<file path="src/rtl/serial_pkg.sv">
`default_nettype none
// ============================================================================
//  Module      : serial_pkg
//  Description : Shared types and defaults for the serial byte engine.
//                Provides the engine state encoding and the default word
//                width and inter-frame gap.
//  Revision    : 1.0  initial release
// ============================================================================
package serial_pkg;

    // Engine states, 2-bit encoding
    typedef enum logic [1:0] {
        ST_IDLE  = 2'd0,
        ST_SETUP = 2'd1,
        ST_SHIFT = 2'd2,
        ST_GAP   = 2'd3
    } state_t;

    localparam int c_DEFAULT_WIDTH = 8;
    localparam int c_DEFAULT_GAP   = 1;

endpackage : serial_pkg
`default_nettype wire

</file>
<file path="src/rtl/serial_byte_engine.sv">
`default_nettype none
// ============================================================================
//  Module      : serial_byte_engine
//  Description : Full-duplex SPI mode-0 shift engine driven by externally
//                generated sclk edge strobes. Accepts a word over a
//                valid/ready handshake, frames it with active-low cs_n,
//                drives mosi on falling-edge strobes, samples miso on
//                rising-edge strobes, returns the received word with a
//                one-clk rx_valid pulse.
//  Config      : SERIAL_LSB_FIRST_EN - when defined, transmit and receive
//                LSB-first (default MSB-first). Timing is identical.
//  Ports       : clk, reset (async, active-high)
//                sclkPosEdge / sclkNegEdge  - one-clk sclk edge strobes
//                tx_data/tx_valid/tx_ready  - transmit word handshake
//                rx_data/rx_valid           - received word + pulse
//                miso/mosi/cs_n             - serial pins
//                busy                       - high whenever not IDLE
//  Revision    : 1.0  initial release
// ============================================================================
module serial_byte_engine
    import serial_pkg::*;
#(
    parameter int WIDTH     = c_DEFAULT_WIDTH,
    parameter int GAP_EDGES = c_DEFAULT_GAP
) (
    input  logic             clk,
    input  logic             reset,
    input  logic             sclkPosEdge,
    input  logic             sclkNegEdge,
    input  logic [WIDTH-1:0] tx_data,
    input  logic             tx_valid,
    output logic             tx_ready,
    output logic [WIDTH-1:0] rx_data,
    output logic             rx_valid,
    input  logic             miso,
    output logic             mosi,
    output logic             cs_n,
    output logic             busy
);

    localparam int                 c_CNT_W    = $clog2(WIDTH + 1);
    localparam logic [c_CNT_W-1:0] c_BIT_LAST = c_CNT_W'(WIDTH);
    localparam logic [3:0]         c_GAP_LAST = 4'(GAP_EDGES);

    state_t             r_state;
    logic [WIDTH-1:0]   r_tx_shift;
    logic [WIDTH-1:0]   r_rx_shift;
    logic [c_CNT_W-1:0] r_bit_cnt;
    logic [3:0]         r_gap_cnt;
    logic [WIDTH-1:0]   r_rx_data;
    logic               r_rx_valid;
    logic               r_mosi;
    logic               r_cs_n;

    // Strobes should never coincide; if they do, the rising edge wins.
    logic               w_neg;
    logic               w_tx_first;
    logic               w_tx_next;
    logic [WIDTH-1:0]   w_tx_shifted;
    logic [WIDTH-1:0]   w_rx_shifted;
    logic [3:0]         w_gap_next;

    assign w_neg      = sclkNegEdge & ~sclkPosEdge;
    assign w_gap_next = r_gap_cnt + 4'd1;

`ifdef SERIAL_LSB_FIRST_EN
    assign w_tx_first   = r_tx_shift[0];
    assign w_tx_next    = r_tx_shift[1];
    assign w_tx_shifted = {1'b0, r_tx_shift[WIDTH-1:1]};
    assign w_rx_shifted = {miso, r_rx_shift[WIDTH-1:1]};
`else
    assign w_tx_first   = r_tx_shift[WIDTH-1];
    assign w_tx_next    = r_tx_shift[WIDTH-2];
    assign w_tx_shifted = {r_tx_shift[WIDTH-2:0], 1'b0};
    assign w_rx_shifted = {r_rx_shift[WIDTH-2:0], miso};
`endif

    always_ff @(posedge clk or posedge reset) begin
        if (reset) begin
            r_state    <= ST_IDLE;
            r_tx_shift <= '0;
            r_rx_shift <= '0;
            r_bit_cnt  <= '0;
            r_gap_cnt  <= '0;
            r_rx_data  <= '0;
            r_rx_valid <= 1'b0;
            r_mosi     <= 1'b0;
            r_cs_n     <= 1'b1;
        end else begin
            r_rx_valid <= 1'b0;
            case (r_state)
                ST_IDLE: begin
                    if (tx_valid) begin
                        r_tx_shift <= tx_data;
                        r_bit_cnt  <= '0;
                        r_state    <= ST_SETUP;
                    end
                end

                // Wait for a falling edge so the first rising edge sees
                // data that has been stable for half an sclk period.
                ST_SETUP: begin
                    if (w_neg) begin
                        r_cs_n  <= 1'b0;
                        r_mosi  <= w_tx_first;
                        r_state <= ST_SHIFT;
                    end
                end

                ST_SHIFT: begin
                    if (sclkPosEdge) begin
                        r_rx_shift <= w_rx_shifted;
                        if (r_bit_cnt != c_BIT_LAST) begin
                            r_bit_cnt <= r_bit_cnt + 1'b1;
                        end
                    end else if (w_neg) begin
                        if (r_bit_cnt == c_BIT_LAST) begin
                            // Falling edge after the last sample closes the frame.
                            r_cs_n     <= 1'b1;
                            r_mosi     <= 1'b0;
                            r_rx_data  <= r_rx_shift;
                            r_rx_valid <= 1'b1;
                            r_gap_cnt  <= '0;
                            r_state    <= ST_GAP;
                        end else begin
                            r_tx_shift <= w_tx_shifted;
                            r_mosi     <= w_tx_next;
                        end
                    end
                end

                ST_GAP: begin
                    if (w_neg) begin
                        r_gap_cnt <= w_gap_next;
                        if (w_gap_next == c_GAP_LAST) begin
                            r_state <= ST_IDLE;
                        end
                    end
                end

                default: r_state <= ST_IDLE;
            endcase
        end
    end

    assign tx_ready = (r_state == ST_IDLE);
    assign busy     = (r_state != ST_IDLE);
    assign rx_data  = r_rx_data;
    assign rx_valid = r_rx_valid;
    assign mosi     = r_mosi;
    assign cs_n     = r_cs_n;

endmodule : serial_byte_engine
`default_nettype wire

</file>
<file path="config.mk">
export PLATFORM = sky130hd
export DESIGN_NAME = serial_byte_engine
export DESIGN_NICKNAME = d
export VERILOG_FILES = /design/src/rtl/serial_pkg.sv /design/src/rtl/serial_byte_engine.sv
export SDC_FILE = /design/constraint.sdc
export NUM_CORES = 1
export LEC_CHECK = 0
export CORE_MARGIN = 2
export CORE_UTILIZATION = 50
export CTS_CLUSTER_SIZE = 8
export DETAILED_ROUTE_END_ITERATION = 12
export HOLD_SLACK_MARGIN = 0.08
export PLACE_DENSITY = 0.82
export SYNTH_ARGS = -nofsm -noshare
export SYNTH_HDL_FRONTEND = slang
export SYNTH_SLANG_ARGS = --single-unit
</file>
<file path="constraint.sdc">
create_clock -name clk -period 1.9 [get_ports clk]
set_input_delay 0.475 -clock clk [delete_from_list [all_inputs] [get_ports clk]]
set_output_delay 0.475 -clock clk [all_outputs]
set_load 0.05 [all_outputs]
</file>
==> results_dict.tcl, run 1 <==
set metrics [dict create \
    fp.dieH_um 65.57 \
    clock_path_buffers 2 \
    cts_made_buffers 5 \
    syn_nets 188 \
    whs_ps 506.7 \
    gp_congestion 0.8246 \
    dr.pass1.iters 4 \
    timing.final.crit_share_pct 97.34 \
    cts_root_buf "clkbuf_8" \
    yosysUniqueCellTypes 36 \
    antenna_found_initial 0 \
    maxCapViolCount 0 \
    cp.arrival_ps 1370 \
    die_w_um 65.57 \
    fmax_ghz 0.5407 \
    drtAntennaViolNets 0 \
    hp-class "flop to flop" \
    yosysTopAreaCell "dfrtp_1" \
    grt.total_usage_pct 20.21 \
    drtIter0Drc 65 \
    post-place-cells 249 \
    die-area_mm2 0.004299 \
    synth_cells 165 \
    setup_viol 0 \
    vias_per_cell 5.353 \
    status "completed" \
    worst_setup_path_start_kind "flop" \
    ir_worst_vdd_uv 1001 \
    vias 1381 \
    clock-sinks 37 \
    synthArstFlopShare_pct 100.0 \
    grt_max_degree 38 \
    finalPower_mw 3.603 \
    yosys_warnings 0 \
    syn2layout_area_growth_pct 29.50 \
    grt_pass1_vias 1423 \
    ys_top_cells_by_area "dfrtp_1 (48%), mux2_2 (11%), ha_1 (5.9%)" \
    rows 22 \
    relSlewSlack_pct 81.31 \
    drc_errors 0 \
    grt_overflow_total 0 \
    start_util_pct 51.78 \
    hpwl_um 2864 \
    finalMaxSlewViolations 0 \
    cp.required_ps 1420 \
    layout-drive-gt1-share_pct 34.29 \
    dpl-instance-area_mm2 0.002338 \
    wl_per_cell_um 15.07 \
    synth_edf_count 0 \
    synth_ff_type "dfrtp_1" \
    fin_worst_skew_ps 11.28 \
    clk_latency_ps 290 \
    fin_setup_tns_ps 0 \
    critPathKind "flop to output pin" \
    finalInstanceArea_mm2 0.002455 \
    io_pins 27 \
    portBuffers 26 \
    synthDominantCellAreaShare_pct 47.52 \
    pwr_density_cell_mw_per_mm2 1468 \
    syn-mean-instance-area_um2 11.49 \
    cts_tree "built" \
    period_needed_ps 1850 \
    totalWireLength_um 3888 \
    final_hold_viol_count 0 \
    cp_max_fo 4 \
    tightest_slew_ps 272.5 \
    layoutNonFillerInstCount 258 \
    cts_hold_buf 0 \
    ys_seq_elements 37 \
    fp.coreArea_mm2 0.003661 \
    grt_pass1_wl_um 6472 \
    htree_levels 2 \
    p_leak_nw 1.134 \
    cts.clk_slew.worst_paths_ps 80 \
    endpoint_kind "output pin" \
    synth_area_mm2 0.001896 \
    diodes 0 \
    final_nets 232 \
    seq_area_frac_synth_pct 48.91 \
]
[worst max-delay path: stages, from the launching register on]
cell and delay (ps):
dfrtp_1 450, inv_1 160, ha_4 190, clkinvlp_4 120, buf_12 160
[power breakdown]
group	switching [mW]	internal [mW]
Sequential	0.216	1.05
Clock	0.279	0.294
Combinational	0.887	0.880
[state kept, by name, summed over array words and instances (netlist names)]
name	flops
rx_data	8
r_tx_shift	8
rx_valid	1
r_bit_cnt	4
r_state	2
r_gap_cnt	4
r_rx_shift	8
mosi	1
cs_n	1
[final cells by class]
class	instances	area [um^2]
sequential	37	927.1
multi-input combinational	112	890.9
tap	48	60.06
fill	283	1206
inverter	11	45.04
clock inverter	2	13.76
clock buffer	6	82.58
timing repair buffer	42	435.4
[cells in the mapped netlist (all sizes together), types with 2 or more instances]
| cell type | number |
|---|---|
| nand3 | 4 |
| nand2 | 11 |
| nand4 | 2 |
| ha | 9 |
| clkbuf | 2 |
| mux2 | 18 |
| nand2b | 2 |
| buf | 3 |
| a22o | 5 |
| nor2b | 2 |
| inv | 11 |
| dfrtp | 36 |
| nor2 | 15 |
| mux2i | 10 |
| o21ai | 7 |
| nor3 | 2 |
| a21oi | 15 |
[cell families after synthesis]
kind of cell    after synthesis  share of synthesized area, %
fa+ha+maj                     9                         5.941
buf+inv                      16                         5.413
simple gates                 40                         10.63
flops                        37                         48.91
mux                          28                         15.97
compound gates               35                         13.14
[worst paths after layout]
path                                     from            end  slack [ps]  depth (start not counted)
worst max-delay path               r_state[1]           busy          50                          4
worst min-delay path            r_rx_shift[7]  r_rx_shift[7]         510                          1
worst min register to register  r_rx_shift[7]  r_rx_shift[7]         510                          1
min in group asynchronous               reset     rx_data[4]         540                          3
max in group asynchronous               reset           cs_n        1110                          3
worst max register to register     r_state[0]   r_bit_cnt[0]          80                          8
[metal layers]
metal | wire [um] | vias up | part of all wire [%] | global-route usage, %
met5 | 0 | - | 0 | 0
met4 | 47 | 0 | 1.2 | 7.552
met3 | 170 | 6 | 4.4 | 6.164
met2 | 2082 | 37 | 54 | 34.31
met1 | 1587 | 670 | 41 | 24.08
li1 | - | 668 | - | -
[stage by stage]
| step | utilization, % | setup slack [ps] |
|---|---|---|
| 6_report | 67.05 | 50.45 |
| 5_1_grt | 67.05 | -4.960 |
| 4_1_cts | 66.58 | 18.36 |
| 3_5_place_dp | 63.88 | -111.5 |
| 3_3_place_gp | 63.88 | -53.90 |
| 2_1_floorplan | - | 54.60 |
[cells in the final DEF (no fill, tap or decap), drive strengths merged, types with 2 or more instances in the layout]
cell / Yosys / routed
ha: 9 / 9
nor3: 2 / 2
clkbuf: 2 / 6
clkdlybuf4s50: 0 / 13
o21ai: 7 / 7
a22o: 5 / 5
mux2: 18 / 18
nand2b: 2 / 2
nand3: 4 / 4
nor2b: 2 / 2
mux2i: 10 / 10
clkinv: 0 / 2
inv: 11 / 10
buf: 3 / 29
nor2: 15 / 15
nand2: 11 / 11
nand4: 2 / 2
a21oi: 15 / 15
dfrtp: 36 / 36
[timing repair]
item | in CTS | in global routing
gates cloned | 0 | 0
endpoints found under the setup margin | 1 | 3
endpoints found under the hold margin | 0 | 0
resized for setup | 1 | 2
setup buffers | 0 | 2
pin swaps | 0 | 0
No activity file was read; power rests on OpenSTA's default activity.
==> run 2, diff against run 1 <==
--- a/config.mk
+++ b/config.mk
@@ -10,7 +10,7 @@
 export CTS_CLUSTER_SIZE = 8
 export DETAILED_ROUTE_END_ITERATION = 12
 export HOLD_SLACK_MARGIN = 0.08
-export PLACE_DENSITY = 0.82
+export PLACE_DENSITY = 0.75
 export SYNTH_ARGS = -nofsm -noshare
 export SYNTH_HDL_FRONTEND = slang
 export SYNTH_SLANG_ARGS = --single-unit
==> run 2 against run 1 <==
  * Worst hold slack better by 2.2 ps
  * Sequential cell count unchanged
  * Via count down 2.0%
  * Sequential share of layout area down 0.12 points
  * Fmax up 0.59%
  * Core utilization up 0.21 points
  * Combinational power down 2%
  * Critical path type unchanged
==> results_dict.tcl, run 2 (synthesis results as in run 1) <==
set metrics [dict create \
    status "completed" \
    fill_cells 282 \
    tightest_slew_ps 353.2 \
    antenna_found_initial 0 \
    portBuffers 26 \
    finalInstanceArea_mm2 0.002462 \
    cts_root_buf "clkbuf_8" \
    worst_setup_path_start_kind "flop" \
    path_buf_inv 4 \
    mostFrequentLayoutCell "dfrtp_1" \
    pwr_density_cell_mw_per_mm2 1421 \
    io_pins 27 \
    p_leak_nw 1.148 \
    rows 22 \
    fmax_ghz 0.5439 \
    reg2reg_setup_slack_ps 90 \
    htree_levels 2 \
    startpoint "r_state[0]" \
    relSlewSlack_pct 76.46 \
    timing.final.crit_share_pct 96.77 \
    clk_latency_ps 290 \
    period_needed_ps 1839 \
    clock-sinks 37 \
    gp_congestion 0.7941 \
    cp.required_ps 1420 \
    cts.clk_slew.worst_paths_ps 70 \
    ir_worst_vdd_uv 906.9 \
    die-area_mm2 0.004299 \
    drtIter0Drc 56 \
    final_hold_viol_count 0 \
    r2r-end "r_state[1]" \
    cts_made_buffers 5 \
    die_w_um 65.57 \
    setup_viol 0 \
    grt_overflow_total 0 \
    totalWireLength_um 3457 \
    finalPower_mw 3.500 \
    cpMaxStageDelayCell "dfrtp_1" \
    drc_errors 0 \
    worst_path_largest_cell_delay_ps 390 \
    start_util_pct 51.78 \
    dr.pass1.iters 4 \
    grt_max_degree 38 \
    final_cell_mix "dfrtp_1 (36), buf_4 (29), mux2_2 (18)" \
    grt_pass1_vias 1374 \
    vias 1354 \
    min_from "r_rx_shift[7]" \
    maxCapViolCount 0 \
    finalMaxSlewViolations 0 \
    rr_worst_depth 7 \
    layout-drive-gt1-share_pct 34.88 \
    vias_per_cell 5.148 \
    fp.coreArea_mm2 0.003661 \
    clock_path_buffers 2 \
    fin_worst_skew_ps 8.293 \
    reg2reg_from "r_state[0]" \
    wl_per_cell_um 13.14 \
    multi_input_area_um2 880.8 \
    drtAntennaViolNets 0 \
    diodes 0 \
    syn2layout_area_growth_pct 29.90 \
    ff_latch_area_um2 927.1 \
    grt.total_usage_pct 18.70 \
    dpl-instance-area_mm2 0.002356 \
    endpoint_kind "output pin" \
    hold_end "rx_data[7]" \
    grt_pass1_wl_um 6058 \
    cts_tree "built" \
    cp.arrival_ps 1360 \
    critPathKind "flop to output pin" \
    final_nets 238 \
    cp_max_fo 4 \
    crit_path_cell_trace "inv_1, buf_4, ha_4, clkinvlp_4, buf_12" \
    min_path_cells 1 \
    fp.dieH_um 65.57 \
    hp-class "flop to flop" \
    crit_family "buffers and inverters" \
    hpwl_um 2500 \
]
[run 2: per-layer routing]
layer / part of all wire (%) / track usage [%] / routed length, um / vias to the layer above
li1: - / - / - / 675
met1: 43 / 22.65 / 1496 / 652
met2: 51 / 31.51 / 1771 / 22
met3: 3.6 / 4.966 / 125 / 5
met4: 1.9 / 7.813 / 64 / 0
met5: 0 / 0 / 0 / -
[run 2: power breakdown]
part | total, mW | internal (mW) | leakage, nW | switching, mW
Clock | 0.519 | 0.253 | 0.0412 | 0.265
Combinational | 1.73 | 0.893 | 0.638 | 0.839
Sequential | 1.25 | 1.05 | 0.469 | 0.203
[run 2: layout make-up]
cell class / instances / share of cell area (%)
timing repair buffer: 48 / 19.00
inverter: 11 / 1.829
tap: 48 / 2.439
clock inverter: 1 / 0.3557
clock buffer: 6 / 2.947
multi-input combinational: 112 / 35.77
sequential: 37 / 37.65
[run 2: worst register-to-register path, cell delays in order (launching register included)]
cell and delay, ps:
dfrtp_1 390, buf_4 140, buf_4 120, ha_1 230
nor3_1 130, o21ai_0 120, a211oi_2 210, mux2_2 360
[run 2: timing repair]
action                     CTS  global route
setup endpoints to repair    0             6
setup buffers                0             3
hold buffers                 0             0
gates resized for setup      0             1
[run 2: worst max path at each step]
| stage | cells after the start | slack [ps] | end |
|---|---|---|---|
| final | 5 | 60 | busy |
| after global routing | 5 | -10 | busy |
| after CTS | 5 | 5 | busy |
| after floorplan | 6 | 50 | r_state[1] |
| after detailed placement | 8 | -130 | r_gap_cnt[3] |
| after global placement | 6 | -90 | rx_data[7] |
[run 2: through the flow]
step,worst slack [ps],setup TNS [ps],util (%),cells,hold WS (ps)
global route,-13.70,-13.70,67.26,263,528.4
floorplan,54.60,0,-,165,473.7
detailed placement,-131.0,-1253,64.35,253,497.2
global placement,-88.69,-870.8,64.35,253,492.8
finish,61.34,0,67.26,263,508.9
CTS,5.104,0,66.58,260,512.5
